### src/rtl/led_sequencer.sv
`default_nettype none
// ============================================================================
// Module      : led_sequencer
// Description : Prescaled LED pattern sequencer (blink, bounce-walk, count, fill)
// Revision    : 1.0 - initial release
// ============================================================================
module led_sequencer #(
  parameter int NUM_LEDS = 8,
  parameter int TICK_DIV = 50000000,
  parameter int DIV_W    = 32
) (
  input  logic                clk,
  input  logic                rst,
  input  logic                enable,
  input  logic [1:0]          mode_i,
  input  logic                mode_valid,
  output logic [NUM_LEDS-1:0] led,
  output logic [1:0]          mode_o,
  output logic                step_o
);

  localparam logic [1:0]          c_mode_blink = 2'd0;
  localparam logic [1:0]          c_mode_walk  = 2'd1;
  localparam logic [1:0]          c_mode_count = 2'd2;
  localparam logic [1:0]          c_mode_fill  = 2'd3;
  localparam logic [DIV_W-1:0]    c_tick_last  = DIV_W'(TICK_DIV - 1);
  localparam logic [NUM_LEDS-1:0] c_led_ones   = {NUM_LEDS{1'b1}};
  localparam logic [NUM_LEDS-1:0] c_led_one    = {{(NUM_LEDS-1){1'b0}}, 1'b1};

  typedef enum logic [0:0] {
    DIR_UP   = 1'b0,
    DIR_DOWN = 1'b1
  } dir_t;

  logic [DIV_W-1:0]    r_cnt;
  logic [NUM_LEDS-1:0] r_led;
  logic [1:0]          r_mode;
  logic                r_step;
  dir_t                r_dir;

  logic                w_tick;
  logic [NUM_LEDS-1:0] w_led_next;
  dir_t                w_dir_next;
  logic [NUM_LEDS-1:0] w_led_init;

  assign w_tick = enable && (r_cnt == c_tick_last);

  always_comb begin
    w_led_init = '0;
    case (mode_i)
      c_mode_blink: w_led_init = c_led_ones;
      c_mode_walk:  w_led_init = c_led_one;
      default:      w_led_init = '0;
    endcase
  end

  always_comb begin
    w_led_next = r_led;
    w_dir_next = r_dir;
    case (r_mode)
      c_mode_blink: w_led_next = ~r_led;
      c_mode_walk: begin
        // A corrupted (non one-hot) walk pattern restarts from bit 0.
        if (!$onehot(r_led)) begin
          w_led_next = c_led_one;
          w_dir_next = DIR_UP;
        end else if (r_dir == DIR_UP) begin
          if (r_led[NUM_LEDS-1]) begin
            w_led_next = r_led >> 1;
            w_dir_next = DIR_DOWN;
          end else begin
            w_led_next = r_led << 1;
          end
        end else begin
          if (r_led[0]) begin
            w_led_next = r_led << 1;
            w_dir_next = DIR_UP;
          end else begin
            w_led_next = r_led >> 1;
          end
        end
      end
      c_mode_count: w_led_next = r_led + c_led_one;
      c_mode_fill: begin
        if (r_led == c_led_ones) begin
          w_led_next = '0;
        end else begin
          w_led_next = (r_led << 1) | c_led_one;
        end
      end
      default: w_led_next = r_led;
    endcase
  end

  always_ff @(posedge clk or posedge rst) begin
    if (rst) begin
      r_cnt  <= '0;
      r_led  <= c_led_ones;
      r_mode <= c_mode_blink;
      r_step <= 1'b0;
      r_dir  <= DIR_UP;
    end else if (mode_valid) begin
      // A load discards any coincident tick and restarts the step period.
      r_cnt  <= '0;
      r_led  <= w_led_init;
      r_mode <= mode_i;
      r_step <= 1'b0;
      r_dir  <= DIR_UP;
    end else begin
      r_step <= w_tick;
      if (enable) begin
        r_cnt <= w_tick ? '0 : r_cnt + DIV_W'(1);
      end
      if (w_tick) begin
        r_led <= w_led_next;
        r_dir <= w_dir_next;
      end
    end
  end

  assign led    = r_led;
  assign mode_o = r_mode;
  assign step_o = r_step;

endmodule
`default_nettype wire

### config.mk
export PLATFORM = sky130hd
export DESIGN_NAME = led_sequencer
export DESIGN_NICKNAME = d
export VERILOG_FILES = /design/src/rtl/led_sequencer.sv
export SDC_FILE = /design/constraint.sdc
export NUM_CORES = 1
export LEC_CHECK = 0
export ABC_AREA = 1
export CAP_MARGIN = 10
export CORE_MARGIN = 10
export CORE_UTILIZATION = 61
export DETAILED_ROUTE_END_ITERATION = 12
export PLACE_DENSITY = 0.78
export SYNTH_ARGS = -nofsm -noshare
export SYNTH_HDL_FRONTEND = slang
export SYNTH_SLANG_ARGS = --single-unit
### constraint.sdc
create_clock -name clk -period 4.83 [get_ports clk]
set_input_delay 1.449 -clock clk [delete_from_list [all_inputs] [get_ports clk]]
set_output_delay 1.449 -clock clk [all_outputs]
set_load 0.03 [all_outputs]
==> results_dict.tcl, run 1 <==
set metrics [dict create \
    clockRootBuffer "clkbuf_8" \
    drtIter0Drc 184 \
    p_per_area_nw_per_um2 288 \
    busiest_layer "met2" \
    p_leak_nw 1.77 \
    synth_top_family_by_area "simple AND/OR/NAND/NOR gates" \
    outcome "complete, no violations" \
    routedWlPerCell_um 15.0 \
    dr.pass1.iters 5 \
    worst_slew_pin_slew_ns 0.560 \
    wirelength_um 9330 \
    max-cap-violations 0 \
    start_kind "flip-flop" \
    yosys.area_share.simple_pct 42.6 \
    grt_usage_pct 21.0 \
    diodes 0 \
    dieHeight_um 95.7 \
    synth_top_area_cell "dfrtp_1" \
    clk_path_buf_depth 2 \
    ys.flop_type "dfrtp_1" \
    hold_start "r_cnt[1]" \
    gp_congestion 0.964 \
    finalSetupTns_ns 0 \
    fin_skew_ns 0.00621 \
    post_cts_resize_count 0 \
    end_kind "flip-flop" \
    avgSynthCellArea_sq_um 6.53 \
    crit_type "reg -> reg" \
    globalRouteMet3Util_pct 3.04 \
    setup_viol 0 \
    rsz0062_at_grt "no" \
    post-route-min-period_ns 3.95 \
    synth_edf_count 0 \
    grt_overflow 0 \
    final_layout_size_suffix_gt1_share_pct 8.94 \
    whs_ns 0.533 \
    crit_arrival_ns 4.18 \
    cp_max_fo 10 \
    synth.area.top_cells "dfrtp_1, nand2_1, nor2_1, inv_1, nand3_1" \
    routed_via_density 5.61 \
    crit_start "led[0]" \
    synth_top_area_share_pct 25.7 \
    slew_violations 0 \
    cts_setup_buffers 0 \
    die_w_um 95.7 \
    numClockSinks 44 \
    synth_nets 552 \
    antenna_found_initial 0 \
    grt_pass1_vias 3256 \
    ant_nets 0 \
    globalRouteMet2Util_pct 37.6 \
    synth_xor_area_share_pct 1.00 \
    synth_cell_types 35 \
    vias 3481 \
    crit-reg2reg-launch "led[0]" \
    cp_data_required_time_ns 5.07 \
    start_util_pct 63.2 \
    core-area_sq_um 5540 \
    slew_headroom_pct 62.6 \
    r2r_cells 18 \
    port_buffers 16 \
    post-route-period-util_pct 81.7 \
    hold_viol_final 0 \
    rows 27 \
    max_freq_ghz 0.253 \
    clock_latency_ns 0.30 \
    cts_tree "built" \
    yosysSeqAreaShare_pct 31.7 \
    clkSlewWorstSetupHoldPaths_ns 0.08 \
    synth_fa_ha_area_share_pct 4.43 \
    dp_hpwl_um 7180 \
    grt_use_met1_pct 23.3 \
    grt_max_degree 45 \
    ioPinCount 17 \
    ir_drop_uv 210 \
    numCtsBuffers 5 \
    drc_errors 0 \
    ys_seq_elements 44 \
    synth_cells 536 \
    ctsHtreeMaxLevel 2 \
    yosys_warnings 0 \
    grt_pass1_wl_um 15300 \
    fin_nets 563 \
    muxShareOfSynthArea_pct 0 \
    synth_compound_area_share_pct 10.3 \
    syn2layout_area_growth_pct 9.05 \
    async_reset_ff_share_pct 100 \
    hold_buffers 0 \
    dieArea_sq_um 9170 \
    min_path_cells 2 \
    syn-cell-area_sq_um 3500 \
    holdCritPathClass "reg -> reg" \
]
==> placed cells by master, fill, tap and decap left out, types with 2 or more instances in the layout <==
cell	Yosys	layout
a21o_1	2	2
a21oi_1	25	25
a21oi_2	6	6
a21oi_4	2	2
bufinv_16	0	2
clkbuf_8	0	5
clkdlybuf4s50_1	0	16
dfrtp_1	36	36
dfstp_2	8	8
fa_1	4	4
ha_1	6	6
inv_1	69	68
inv_2	2	2
nand2_1	139	139
nand2_2	2	2
nand2_4	3	3
nand3_1	50	50
nand3_2	2	2
nand4_1	15	15
nor2_1	86	86
nor2_2	6	6
nor2_4	5	5
nor3_1	13	13
nor3b_1	3	3
o21ai_0	24	24
o21ai_1	3	3
or2_2	2	2
xor2_1	3	3
==> metrics by stage <==
| stage | utilization (%) | std cells | setup WS, ns | cell area, sq um | total power [mW] |
|---|---|---|---|---|---|
| final | 68.9 | 620 | 0.885 | 3820 | 1.10 |
| after CTS | 68.9 | 620 | 0.885 | 3820 | 1.10 |
| after global placement | 66.5 | 612 | 1.03 | 3680 | 0.757 |
| after detailed placement | 66.5 | 612 | 0.910 | 3680 | 0.769 |
| after floorplan | - | 536 | 1.03 | 3500 | 0.672 |
| after global routing | 68.9 | 620 | 0.644 | 3820 | 1.17 |
==> path summary, 6_finish.rpt <==
| check | to | slack [ns] |
|---|---|---|
| worst max-delay path | led[1] | 0.88 |
| worst min-delay path | r_cnt[1] | 0.53 |
| worst max register to register | led[1] | 0.88 |
| worst min register to register | r_cnt[1] | 0.53 |
| max in group asynchronous | r_cnt[21] | 2.85 |
| min in group asynchronous | r_cnt[8] | 1.60 |
==> per-layer routing <==
layer  wire length, um  part of all wire, %
met1              3690                   40
met3               532                  5.7
met5                 0                    0
met2              4660                   50
met4               446                  4.8
==> power by group <==
group / leakage [nW] / internal, mW / total, mW / switching [mW]
clock network: 0.0654 / 0.207 / 0.334 / 0.127
registers: 0.580 / 0.390 / 0.426 / 0.0353
logic: 1.12 / 0.120 / 0.341 / 0.221
total: 1.77 / 0.717 / 1.10 / 0.383
==> synthesized netlist by cell type (6+ instances only) <==
master / n
o21ai_0: 24
buf_2: 8
a21oi_1: 25
nor2_2: 6
a21oi_2: 6
nand2_1: 139
nor2_1: 86
dfstp_2: 8
ha_1: 6
nor3_1: 13
dfrtp_1: 36
nand3_1: 50
nand4_1: 15
inv_1: 69
==> final cells by class <==
cell class              count  area [sq um]
clock buffers               6          72.6
clock inverters             2          60.1
fillers                   493          1720
inverters                  72           273
multi-input cells         407          2040
flip-flops and latches     44          1110
well taps                  72          90.1
repair buffers             17           168
==> registers in the layout, indices dropped and copies added, names as in the netlist <==
signal / flops
r_cnt: 32
led: 8
step_o: 1
mode_o: 2
r_dir: 1
==> worst max-delay path, stage by stage (launching register included) <==
cell     delay [ns]
dfstp_2        0.63
inv_1          0.18
fa_1           0.58
fa_1           0.43
fa_1           0.46
inv_1          0.07
ha_1           0.15
inv_1          0.05
fa_1           0.48
nand2_1        0.05
inv_1          0.05
nand2_1        0.06
inv_1          0.05
nand2_1        0.09
nor2_1         0.21
nand2_1        0.08
nand3_1        0.08
nand2_1        0.06
a21oi_2        0.13
==> cell families (layout without fill, tap and decap cells) <==
group | count (synthesis) | in the layout
AOI/OAI and AO/OA | 62 | 62
xor gates and xnor gates | 4 | 4
adders and majority gates | 10 | 10
buffers and inverters | 85 | 97
DFF | 44 | 44
and+or+nand+nor | 331 | 331
No activity file was read; power rests on OpenSTA's default activity.
==> run 2, diff against run 1 <==
CORE_UTILIZATION = 55   (was 61)
PLACE_DENSITY = 0.74   (was 0.78)
clock period = 3.3 ns   (was 4.83 ns; I/O delays follow)
==> run 2 against run 1 <==
- the run now ends with negative setup slack left
- via count grew 2.6%
- design area rose by 4.5%
- flip-flop and latch count unchanged
- die area rose by 8.6%
- worst hold slack better by 0.0014 ns
- total power increased by 51%
- non-clock buffer count rose by 17
- combinational power up 110%
- final cell count increased by 3.5%
- setup slack worse by 1.2 ns
- register-to-register slack lost 1.2 ns
- clock power grew 7.5%
- critical endpoint unchanged
==> results_dict.tcl, run 2 (synthesis gave the netlist of run 1 again) <==
set metrics [dict create \
    outcome "finished, violations left" \
    violations "negative setup slack" \
    p_comb_share_pct 42.1 \
    sequentialPowerShare_pct 36.3 \
    critPathMostFrequentCell "inv_2" \
    routedWlPerCell_um 15.6 \
    switchingPower_mw 0.651 \
    dr.pass1.iters 4 \
    max-cap-violations 0 \
    post-route-period-util_pct 108 \
    clock_latency_ns 0.30 \
    finalSetupTns_ns -2.10 \
    cp_max_fo 4 \
    fin_ws_ns -0.278 \
    grt_max_degree 29 \
    clockRootBuffer "clkbuf_8" \
    fin_cells 642 \
    rows 29 \
    regMostFlops "r_cnt" \
    fin_skew_ns 0.00767 \
    worst_slew_pin_slew_ns 0.617 \
    syn2layout_area_growth_pct 13.9 \
    hold_viol_final 0 \
    grt_overflow 0 \
    max_stage_delay_ns 0.55 \
    numClockSinks 44 \
    layout_commonest_cell "nand2_1" \
    swShare_pct 39.1 \
    vias 3570 \
    worst_path_max_delay_cell "fa_1" \
    post-route-min-period_ns 3.58 \
    antenna_found_initial 0 \
    placed_cells 631 \
    drc_errors 0 \
    start_kind "flip-flop" \
    ioPinCount 17 \
    gp_congestion 1.03 \
    dieHeight_um 99.8 \
    die_w_um 99.8 \
    grt_pass1_wl_um 16700 \
    worstPathCellList "inv_2 > fa_1 > fa_1 > fa_1 > inv_2 > ha_4 > inv_2 > fa_2 > nand2_1 > inv_1 > nand2_2 > inv_2 > nand2_4 > nor2_4 > nand2_1 > nand3_1 > nand2_1 > a21oi_2" \
    largest_reg_flops 32 \
    hold_buffers 0 \
    core-area_sq_um 6280 \
    setup_viol 9 \
    start_util_pct 55.8 \
    grt_usage_pct 20.4 \
    holdCritPathClass "reg -> reg" \
    port_buffers 16 \
    grt_pass1_vias 3493 \
    cp_data_required_time_ns 3.54 \
    ir_drop_uv 443 \
    dp_hpwl_um 7610 \
    slew_headroom_pct 58.8 \
    p_int_mw 1.01 \
    end_kind "flip-flop" \
    wirelength_um 10000 \
    numCtsBuffers 5 \
    max_freq_ghz 0.280 \
    ant_nets 0 \
    slew_violations 0 \
    nFillCells 600 \
    crit_type "reg -> reg" \
    ctsHtreeMaxLevel 2 \
    clkPwrFrac_pct 21.6 \
    p_leak_nw 1.84 \
    final_layout_size_suffix_gt1_share_pct 15.0 \
    clk_path_buf_depth 2 \
    crit_arrival_ns 3.82 \
    drtIter0Drc 209 \
    p_per_area_nw_per_um2 418 \
    rsz0062_at_grt "yes" \
    routed_via_density 5.56 \
    diodes 0 \
    mostFrequentLayoutCells "nand2_1, nor2_1, inv_1" \
    clkSlewWorstSetupHoldPaths_ns 0.09 \
    dieArea_sq_um 9950 \
    fin_nets 580 \
    cts_tree "built" \
    place_ws_ns -0.319 \
]
run 2: worst paths after layout:
path	start	slack, ns	cells after the start	to
hold / removal	r_cnt[1]	0.53	2	r_cnt[1]
hold reg to reg	r_cnt[1]	0.53	2	r_cnt[1]
min in group asynchronous	rst	1.08	2	r_cnt[11]
max in group asynchronous	rst	1.64	3	r_cnt[9]
setup reg to reg	led[0]	-0.28	18	led[1]
setup / recovery	led[0]	-0.28	18	led[1]
run 2: area by class of cell:
type / count / area [sq um] / area share [%]
multi-input cells: 407 / 2120 / 53.1
flip-flops and latches: 44 / 1110 / 27.9
repair buffers: 34 / 295 / 7.41
inverters: 72 / 273 / 6.84
well taps: 77 / 96.3 / 2.42
clock buffers: 7 / 86.3 / 2.17
clock inverters: 1 / 7.51 / 0.188
run 2: critical path: cells and delay by family (launching register included):
family	cells	cell delay, ns
simple gates	7	0.50
compound gates	1	0.13
buf+inv	5	0.28
fa+ha+maj	5	2.06
flops	1	0.54
run 2: what timing repair did:
item                       in CTS  in global routing
pin swaps                       1                  7
setup endpoints to repair       9                  9
buffers inserted                1                  2
gates resized for setup        10                 11
run 2: power by group through the flow:
stage                     combinational, mW  sequential, mW  clock (mW)
after floorplan                       0.356           0.633           0
after global placement                0.550           0.612           0
after detailed placement              0.565           0.612           0
after CTS                             0.628           0.602       0.372
after global routing                  0.770           0.608       0.389
final                                 0.701           0.605       0.359
run 2: per-layer routing:
layer	vias to the layer above	part of all wire (%)	global-route usage (%)
li1	1760	-	-
met1	1650	40	23.4
met2	121	50	35.2
met3	39	5.8	3.12
met4	0	4.8	11.7
met5	-	0	0
run 2: per-stage QoR:
stage | cell area [sq um] | power [mW] | hold slack, ns | utilization (%)
after floorplan | 3510 | 0.989 | 0.475 | -
after global placement | 3800 | 1.16 | 0.496 | 60.5
after detailed placement | 3800 | 1.18 | 0.512 | 60.5
after CTS | 3920 | 1.60 | 0.534 | 62.5
after global routing | 3990 | 1.77 | 0.560 | 63.5
final | 3990 | 1.66 | 0.534 | 63.5
==> run 3, diff against run 2 <==
CTS_CLUSTER_SIZE = 28   (was not set)
SLEW_MARGIN = 10   (was not set)
==> results of run 3 <==
No change in the layout: final DEF, timing and power equal those of run 2.
